`config.mk`:
```
export PLATFORM = sky130hd
export DESIGN_NAME = map_sst_seq_flat
export DESIGN_NICKNAME = d
export VERILOG_FILES = /design/src/rtl/map_sst_seq_pkg.sv /design/src/rtl/map_sst_seq_if.sv /design/src/rtl/map_sst_seq_step_tmr.sv /design/src/rtl/map_sst_seq.sv /design/src/flat_wrapper.sv
export SDC_FILE = /design/constraint.sdc
export NUM_CORES = 1
export LEC_CHECK = 0
export ABC_AREA = 1
export ABC_CLOCK_PERIOD_IN_PS = 2800
export BUFFER_PORTS_ARGS = -buffer_cell sky130_fd_sc_hd__buf_4
export CORE_UTILIZATION = 56
export DETAILED_ROUTE_END_ITERATION = 6
export PLACE_DENSITY_LB_ADDON = 0.05
export SLEW_MARGIN = 10
export SYNTH_ARGS = -nofsm -noshare
export SYNTH_HDL_FRONTEND = slang
export SYNTH_HIERARCHICAL = 1
export SYNTH_SLANG_ARGS = --single-unit
```
`constraint.sdc`:
```
create_clock -name clk -period 2.8 [get_ports clk]
set_input_delay 0.42 -clock clk [delete_from_list [all_inputs] [get_ports clk]]
set_output_delay 0.42 -clock clk [all_outputs]
set_load 0.02 [all_outputs]
```
`src/rtl/map_sst_seq_pkg.sv`:
```
// Shared types and constants for the mapper save-state sequencer.
package sst_seq_pkg;

    // Sequencer walk states.
    typedef enum logic [3:0] {
        IDLE,
        SV_HOLD,
        SV_CAP,
        RS_CHK,
        RS_RD,
        RS_LAT,
        RS_WE,
        RS_GAP,
        FIN
    } seq_state_t;

    // Transfer direction as sampled from req_dir.
    typedef enum logic {
        DIR_SAVE    = 1'b0,  // mapper -> buffer
        DIR_RESTORE = 1'b1   // buffer -> mapper
    } seq_dir_t;

    // Save-state address that reads back the mapper index.
    localparam int SST_IDX_ADDR = 127;

endpackage

```
`src/rtl/map_sst_seq_if.sv`:
```
// Control, buffer and SSTBus signals of the save-state sequencer.
// slave = the sequencer; master = menu logic, buffer and mapper around it.
interface map_sst_seq_if;

    logic       req;
    logic       req_dir;
    logic       abort;
    logic       busy;
    logic       done;
    logic       err;

    logic [7:0] buf_addr;
    logic       buf_rd;
    logic [7:0] buf_rdata;
    logic       buf_wr;
    logic [7:0] buf_wdata;

    logic       sst_act;
    logic [7:0] sst_addr;
    logic       sst_we_reg;
    logic [7:0] sst_dato;
    logic [7:0] sst_di;

    modport master (
        output req, req_dir, abort, buf_rdata, sst_di,
        input  busy, done, err, buf_addr, buf_rd, buf_wr, buf_wdata,
               sst_act, sst_addr, sst_we_reg, sst_dato
    );

    modport slave (
        input  req, req_dir, abort, buf_rdata, sst_di,
        output busy, done, err, buf_addr, buf_rd, buf_wr, buf_wdata,
               sst_act, sst_addr, sst_we_reg, sst_dato
    );

endinterface

```
`src/rtl/map_sst_seq_step_tmr.sv`:
```
// Hold-phase timer: reloads to STEP_CYC-1 while load is high, then counts
// down; expired marks the last cycle of a STEP_CYC-long hold.
module sst_step_tmr #(
    parameter int STEP_CYC = 4
) (
    input  logic clk,
    input  logic rst_n,
    input  logic load,
    output logic expired
);

    localparam int TW = $clog2(STEP_CYC + 1);

    logic [TW-1:0] cnt;

    // Reload or count down toward zero, then stay at zero.
    always_ff @(posedge clk or negedge rst_n) begin
        // NOTE: sequential state uses non-blocking assignments only, so every
        // flop samples pre-edge values regardless of block ordering.
        if (!rst_n) begin
            cnt <= '0;
        end else if (load) begin
            cnt <= TW'(STEP_CYC - 1);
        end else if (cnt != '0) begin
            cnt <= cnt - 1'b1;
        end
    end

    assign expired = (cnt == '0);

endmodule

```
`src/rtl/map_sst_seq.sv`:
```
// Save-state sequencer: walks mapper registers 0..ADDR_LAST over the SSTBus,
// copying them to a byte buffer (save) or back from it (restore). A restore
// first checks the buffered mapper index against the live one.
module map_sst_seq
    import sst_seq_pkg::*;
#(
    parameter int ADDR_LAST = 127,
    parameter int IDX_ADDR  = SST_IDX_ADDR,
    parameter int STEP_CYC  = 4  // >= one m2 period; >= 2 so the index read settles
) (
    input  logic          clk,
    input  logic          rst_n,
    map_sst_seq_if.slave  bus
);

    localparam logic [7:0] LAST_A = 8'(ADDR_LAST);
    localparam logic [7:0] IDX_A  = 8'(IDX_ADDR);

    seq_state_t state;
    logic [7:0] n;
    logic       tmr_load;
    logic       tmr_exp;
    logic [7:0] rs_first;
    logic [8:0] rs_next;
    logic       go_fin;

    // The timer only runs inside hold phases; it sits preloaded everywhere else.
    assign tmr_load = !(state inside {SV_HOLD, RS_CHK, RS_WE});

    sst_step_tmr #(.STEP_CYC(STEP_CYC)) u_tmr (
        .clk     (clk),
        .rst_n   (rst_n),
        .load    (tmr_load),
        .expired (tmr_exp)
    );

    // Restore addresses skip the index register; 9 bits so the end test
    // cannot wrap when ADDR_LAST is 255.
    assign rs_first = (IDX_A == 8'd0) ? 8'd1 : 8'd0;
    assign rs_next  = (({1'b0, n} + 9'd1) == {1'b0, IDX_A}) ? {1'b0, n} + 9'd2
                                                            : {1'b0, n} + 9'd1;

    // Every route into FIN: abort, index mismatch, or end of either walk.
    assign go_fin = ((state != IDLE) && (state != FIN) && bus.abort)
                 || ((state == SV_CAP) && (n == LAST_A))
                 || ((state == RS_CHK) && tmr_exp && (bus.buf_rdata != bus.sst_di))
                 || ((state == RS_GAP) && (rs_next > {1'b0, LAST_A}));

    // Sequencer FSM with all outputs registered alongside the state.
    always_ff @(posedge clk or negedge rst_n) begin
        if (!rst_n) begin
            state          <= IDLE;
            n              <= '0;
            bus.busy       <= 1'b0;
            bus.done       <= 1'b0;
            bus.err        <= 1'b0;
            bus.buf_addr   <= '0;
            bus.buf_rd     <= 1'b0;
            bus.buf_wr     <= 1'b0;
            bus.buf_wdata  <= '0;
            bus.sst_act    <= 1'b0;
            bus.sst_addr   <= '0;
            bus.sst_we_reg <= 1'b0;
            bus.sst_dato   <= '0;
        end else begin
            // NOTE: done defaults low every cycle so it can only ever be a
            // single-cycle pulse, whichever branch raises it.
            bus.done <= 1'b0;
            if (go_fin) begin
                // Strobes drop on this very edge; nothing is stretched.
                state          <= FIN;
                bus.busy       <= 1'b0;
                bus.sst_act    <= 1'b0;
                bus.done       <= 1'b1;
                bus.buf_rd     <= 1'b0;
                bus.buf_wr     <= 1'b0;
                bus.sst_we_reg <= 1'b0;
                if (bus.abort || state == RS_CHK) bus.err <= 1'b1;
            end else begin
                case (state)
                    IDLE: if (bus.req) begin
                        bus.err     <= 1'b0;
                        bus.busy    <= 1'b1;
                        bus.sst_act <= 1'b1;
                        n           <= '0;
                        if (seq_dir_t'(bus.req_dir) == DIR_RESTORE) begin
                            bus.sst_addr <= IDX_A;
                            bus.buf_addr <= IDX_A;
                            bus.buf_rd   <= 1'b1;
                            state        <= RS_CHK;
                        end else begin
                            bus.sst_addr <= '0;
                            state        <= SV_HOLD;
                        end
                    end
                    SV_HOLD: if (tmr_exp) begin
                        bus.buf_wr    <= 1'b1;
                        bus.buf_addr  <= n;
                        bus.buf_wdata <= bus.sst_di;
                        state         <= SV_CAP;
                    end
                    SV_CAP: begin
                        bus.buf_wr   <= 1'b0;
                        n            <= n + 8'd1;
                        bus.sst_addr <= n + 8'd1;
                        state        <= SV_HOLD;
                    end
                    // Index matched (mismatch is handled by go_fin).
                    RS_CHK: if (tmr_exp) begin
                        n            <= rs_first;
                        bus.buf_addr <= rs_first;
                        bus.sst_addr <= rs_first;
                        state        <= RS_RD;
                    end
                    RS_RD: begin
                        bus.buf_rd <= 1'b0;
                        state      <= RS_LAT;
                    end
                    RS_LAT: begin
                        bus.sst_dato   <= bus.buf_rdata;
                        bus.sst_we_reg <= 1'b1;
                        state          <= RS_WE;
                    end
                    RS_WE: if (tmr_exp) begin
                        bus.sst_we_reg <= 1'b0;
                        state          <= RS_GAP;
                    end
                    RS_GAP: begin
                        n            <= rs_next[7:0];
                        bus.buf_addr <= rs_next[7:0];
                        bus.sst_addr <= rs_next[7:0];
                        bus.buf_rd   <= 1'b1;
                        state        <= RS_RD;
                    end
                    FIN:     state <= IDLE;
                    default: state <= IDLE;
                endcase
            end
        end
    end

endmodule

```
`src/flat_wrapper.sv`:
```
// flat-port wrapper written by rule: the top's interface ports become plain ports
module map_sst_seq_flat import sst_seq_pkg::*;
#(
    parameter int ADDR_LAST = 127,
    parameter int IDX_ADDR  = SST_IDX_ADDR,
    parameter int STEP_CYC  = 4                                                     
)
  (clk, rst_n, bus_req, bus_req_dir, bus_abort, bus_buf_rdata, bus_sst_di, bus_busy, bus_done, bus_err, bus_buf_addr, bus_buf_rd, bus_buf_wr, bus_buf_wdata, bus_sst_act, bus_sst_addr, bus_sst_we_reg, bus_sst_dato);
  map_sst_seq_if bus_i ();
  input  logic clk;
  input  logic rst_n;
  input wire logic [$bits(bus_i.req)-1:0] bus_req;
  input wire logic [$bits(bus_i.req_dir)-1:0] bus_req_dir;
  input wire logic [$bits(bus_i.abort)-1:0] bus_abort;
  input wire logic [$bits(bus_i.buf_rdata)-1:0] bus_buf_rdata;
  input wire logic [$bits(bus_i.sst_di)-1:0] bus_sst_di;
  output wire logic [$bits(bus_i.busy)-1:0] bus_busy;
  output wire logic [$bits(bus_i.done)-1:0] bus_done;
  output wire logic [$bits(bus_i.err)-1:0] bus_err;
  output wire logic [$bits(bus_i.buf_addr)-1:0] bus_buf_addr;
  output wire logic [$bits(bus_i.buf_rd)-1:0] bus_buf_rd;
  output wire logic [$bits(bus_i.buf_wr)-1:0] bus_buf_wr;
  output wire logic [$bits(bus_i.buf_wdata)-1:0] bus_buf_wdata;
  output wire logic [$bits(bus_i.sst_act)-1:0] bus_sst_act;
  output wire logic [$bits(bus_i.sst_addr)-1:0] bus_sst_addr;
  output wire logic [$bits(bus_i.sst_we_reg)-1:0] bus_sst_we_reg;
  output wire logic [$bits(bus_i.sst_dato)-1:0] bus_sst_dato;
  assign bus_i.req = bus_req;
  assign bus_i.req_dir = bus_req_dir;
  assign bus_i.abort = bus_abort;
  assign bus_i.buf_rdata = bus_buf_rdata;
  assign bus_i.sst_di = bus_sst_di;
  assign bus_busy = bus_i.busy;
  assign bus_done = bus_i.done;
  assign bus_err = bus_i.err;
  assign bus_buf_addr = bus_i.buf_addr;
  assign bus_buf_rd = bus_i.buf_rd;
  assign bus_buf_wr = bus_i.buf_wr;
  assign bus_buf_wdata = bus_i.buf_wdata;
  assign bus_sst_act = bus_i.sst_act;
  assign bus_sst_addr = bus_i.sst_addr;
  assign bus_sst_we_reg = bus_i.sst_we_reg;
  assign bus_sst_dato = bus_i.sst_dato;
  map_sst_seq #(.ADDR_LAST(ADDR_LAST), .IDX_ADDR(IDX_ADDR), .STEP_CYC(STEP_CYC)) u_core (.clk(clk), .rst_n(rst_n), .bus(bus_i));
endmodule
```
==> run metrics <==
outcome finished, final reports clean; fin area 0.00395 mm2; port buffer count 59; area of the core region 0.00564 mm2; Arrival @ worst endpoint ~2.7 ns; Tightest Hold Check Type in2async; cell type with the highest aggregate area in the netlist dfrtp_1; maxcap violations 0; routability congestion estimate 0.951; total setup buffers inserted after CTS 0; router iterations before antenna repair 5; overflow left after global routing 0; part of the Yosys area used for sequential elements about 39%; multiplexer share of the synthesized area 0%; Critical Path Source Type flip-flop; TritonCTS Buffers 5; Mapped Nets 443; total count of max-transition violations in the final report 0; die height 79.6 um; Synth Area in XOR/XNOR under 10%; number of buffers added to fix hold violations after cts 0; Max-slew headroom a little under three fifths; synthesized-area fraction occupied by adder cells 1.86%; cells resized by post-CTS repair 0; Setup TNS Final 0 ns; floorplan row count 27; yosys synthesis warning count 6; total power density per cell area 973 mW/mm2; Setup crit end kind flip-flop; P_leak 2.13 nW; cell types occupying the most area after synthesis dfrtp_1, nand2_1, nand3_1; simple-gate area share of the yosys netlist 43.8%; CP required 3.05 ns; WL per Instance 14.7 um; Mapped Avg Cell Area 8.09 um2; clock-pin transition on the worst setup and hold timing paths about 0.1 ns; setup violation total in the final timing report 0; effective utilization at floorplan around 60%; total half-perimeter wirelength after legalization and detailed placement just over 6 mm; wire length of the first global-routing pass 13.6 mm; Area growth syn-to-layout 17.1%; count of endpoints failing hold in the final timing report 0; share of final-layout standard cells stronger than drive strength 1 30.0%; maximum fanout encountered on the critical timing path 14; worst-case clock skew 0.00918 ns; number of synthesized register bits 53; Clock Root Buffer clkbuf_8; dominant combinational cell family by area after synthesis simple AND/OR/NAND/NOR gates; IO Pins 60; crit path time final around 2.5 ns; floorplan die width 79.6 um; Post-synth top flop dfrtp_1; number of levels in the clock H-tree 2; DRC violation total after the first TritonRoute iteration 167; ys async rst share 100%; post-route ant nets 0; Antenna Cells 0; number of synthesized flops with an enable pin 0; Tightest Pin Transition 0.666 ns; VDD IR max 0.603 mV; final routed wirelength across all metal layers 8.13 mm; final worst-path cycle share 87.8%; setup repair after global routing missed its margin no; CTS max path bufs 2; vias in the first global route 2873; compound-cell area share of the yosys netlist 5.94%; area of the die 0.00634 mm2; CTS sink cnt 53; via count 3001; antenna violations before repair 0; cells after synthesis 417; number of distinct standard cells referenced by the synthesized netlist 41; cell area after placement 0.00386 mm2; total standard cell area after synthesis 0.00337 mm2; most numerous cell in the Yosys netlist nand2_1; register-to-register path setup slack 0.34 ns; DRC errors left 0; share of the synthesized area in the top cell type 39.3%; Max Clock Freq a little over 400 MHz; layout net count just over 500; Crit Path Class reg2reg; CTS tree done; insertion delay of the later-clocked pin in the worst-skew pair 0.31 ns; average via count per standard cell 5.44; Commonest cells post-synth nand2_1, dfrtp_1, nand3_1; total global-route track usage 27.9%; pin count of the biggest net entering global routing 54
==> critical path: stages, from the launching register on <==
cell,delay [ns]
dfrtp_1,0.48
ha_1,0.31
nand2_2,0.12
nor2_4,0.13
nand2_2,0.07
nand2_2,0.11
nand2_4,0.07
nor2_8,0.14
nand3_4,0.09
nand3_4,0.18
nand2_8,0.10
nor2_8,0.38
nand2_1,0.13
nand2_1,0.09
==> where the power goes <==
part,internal (mW),switching [mW],leakage (nW)
combinational,0.784,1.40,1.39
clock,0.179,0.260,0.0456
sequential,1.03,0.188,0.689
total,1.99,1.85,2.13
==> cells by family (layout without fill, tap and decap cells) <==
logic type,Yosys count,count (layout)
flip-flops,53,53
XOR/XNOR,8,8
buffers and inverters,51,114
adder cells (fa/ha/maj),5,5
AO/OA/AOI/OAI,33,33
AND/OR/NAND/NOR,267,267
==> placed cells by master, fill, tap and decap left out, drive strengths merged <==
cell	netlist	final
nand2	166	166
buf	8	63
nand3	63	63
dfrtp	53	53
inv	42	43
nor2	25	25
o21ai	17	17
a21oi	10	10
xnor2	7	7
clkbuf	0	6
nor3	6	6
ha	5	5
o21bai	3	3
clkinv	1	2
nand3b	2	2
o21a	2	2
nor3b	2	2
xor2	1	1
nand4	1	1
and2	1	1
or2	1	1
o211ai	1	1
==> worst paths after layout <==
check / startpoint / endpoint / depth (start not counted)
max in group asynchronous: rst_n / u_core/bus.buf_addr[0] / 1
hold / removal: rst_n / u_core/u_tmr/cnt[0] / 1
min in group clk: bus_sst_di[1] / u_core/bus.buf_wdata[1] / 3
hold reg to reg: u_core/bus.sst_dato[5] / u_core/bus.sst_dato[5] / 2
setup reg to reg: u_core/n[2] / u_core/n[3] / 13
setup / recovery: u_core/n[2] / u_core/n[3] / 13
==> through the flow <==
stage                     worst slack (ns)  instances  hold slack (ns)  util [%]  total power [mW]
after floorplan                      0.817        417            0.124         -              2.76
after global placement               0.522        544            0.465      68.5              3.36
after detailed placement             0.396        544            0.467      68.5              3.40
after CTS                            0.372        552            0.157      70.0              3.85
after global routing                 0.210        552            0.195      70.0              4.13
final                                0.343        552            0.134      70.0              3.84
==> layer usage <==
metal / vias up / global-route usage [%] / share of wire, %
li1: 1455 / - / -
met1: 1425 / 36.5 / 44
met2: 99 / 46.9 / 49
met3: 22 / 4.57 / 4.6
met4: 0 / 9.27 / 2.2
met5: - / 0 / 0
==> area by class of cell <==
type                       count  area [um2]
timing repair buffer          63         473
sequential                    53        1330
inverter                      43         163
clock buffer                   6        72.6
multi-input combinational    313        1810
clock inverter                 2        13.8
tap                           72        90.1
fill                         496        1690
(Power assumes the default switching activity.)
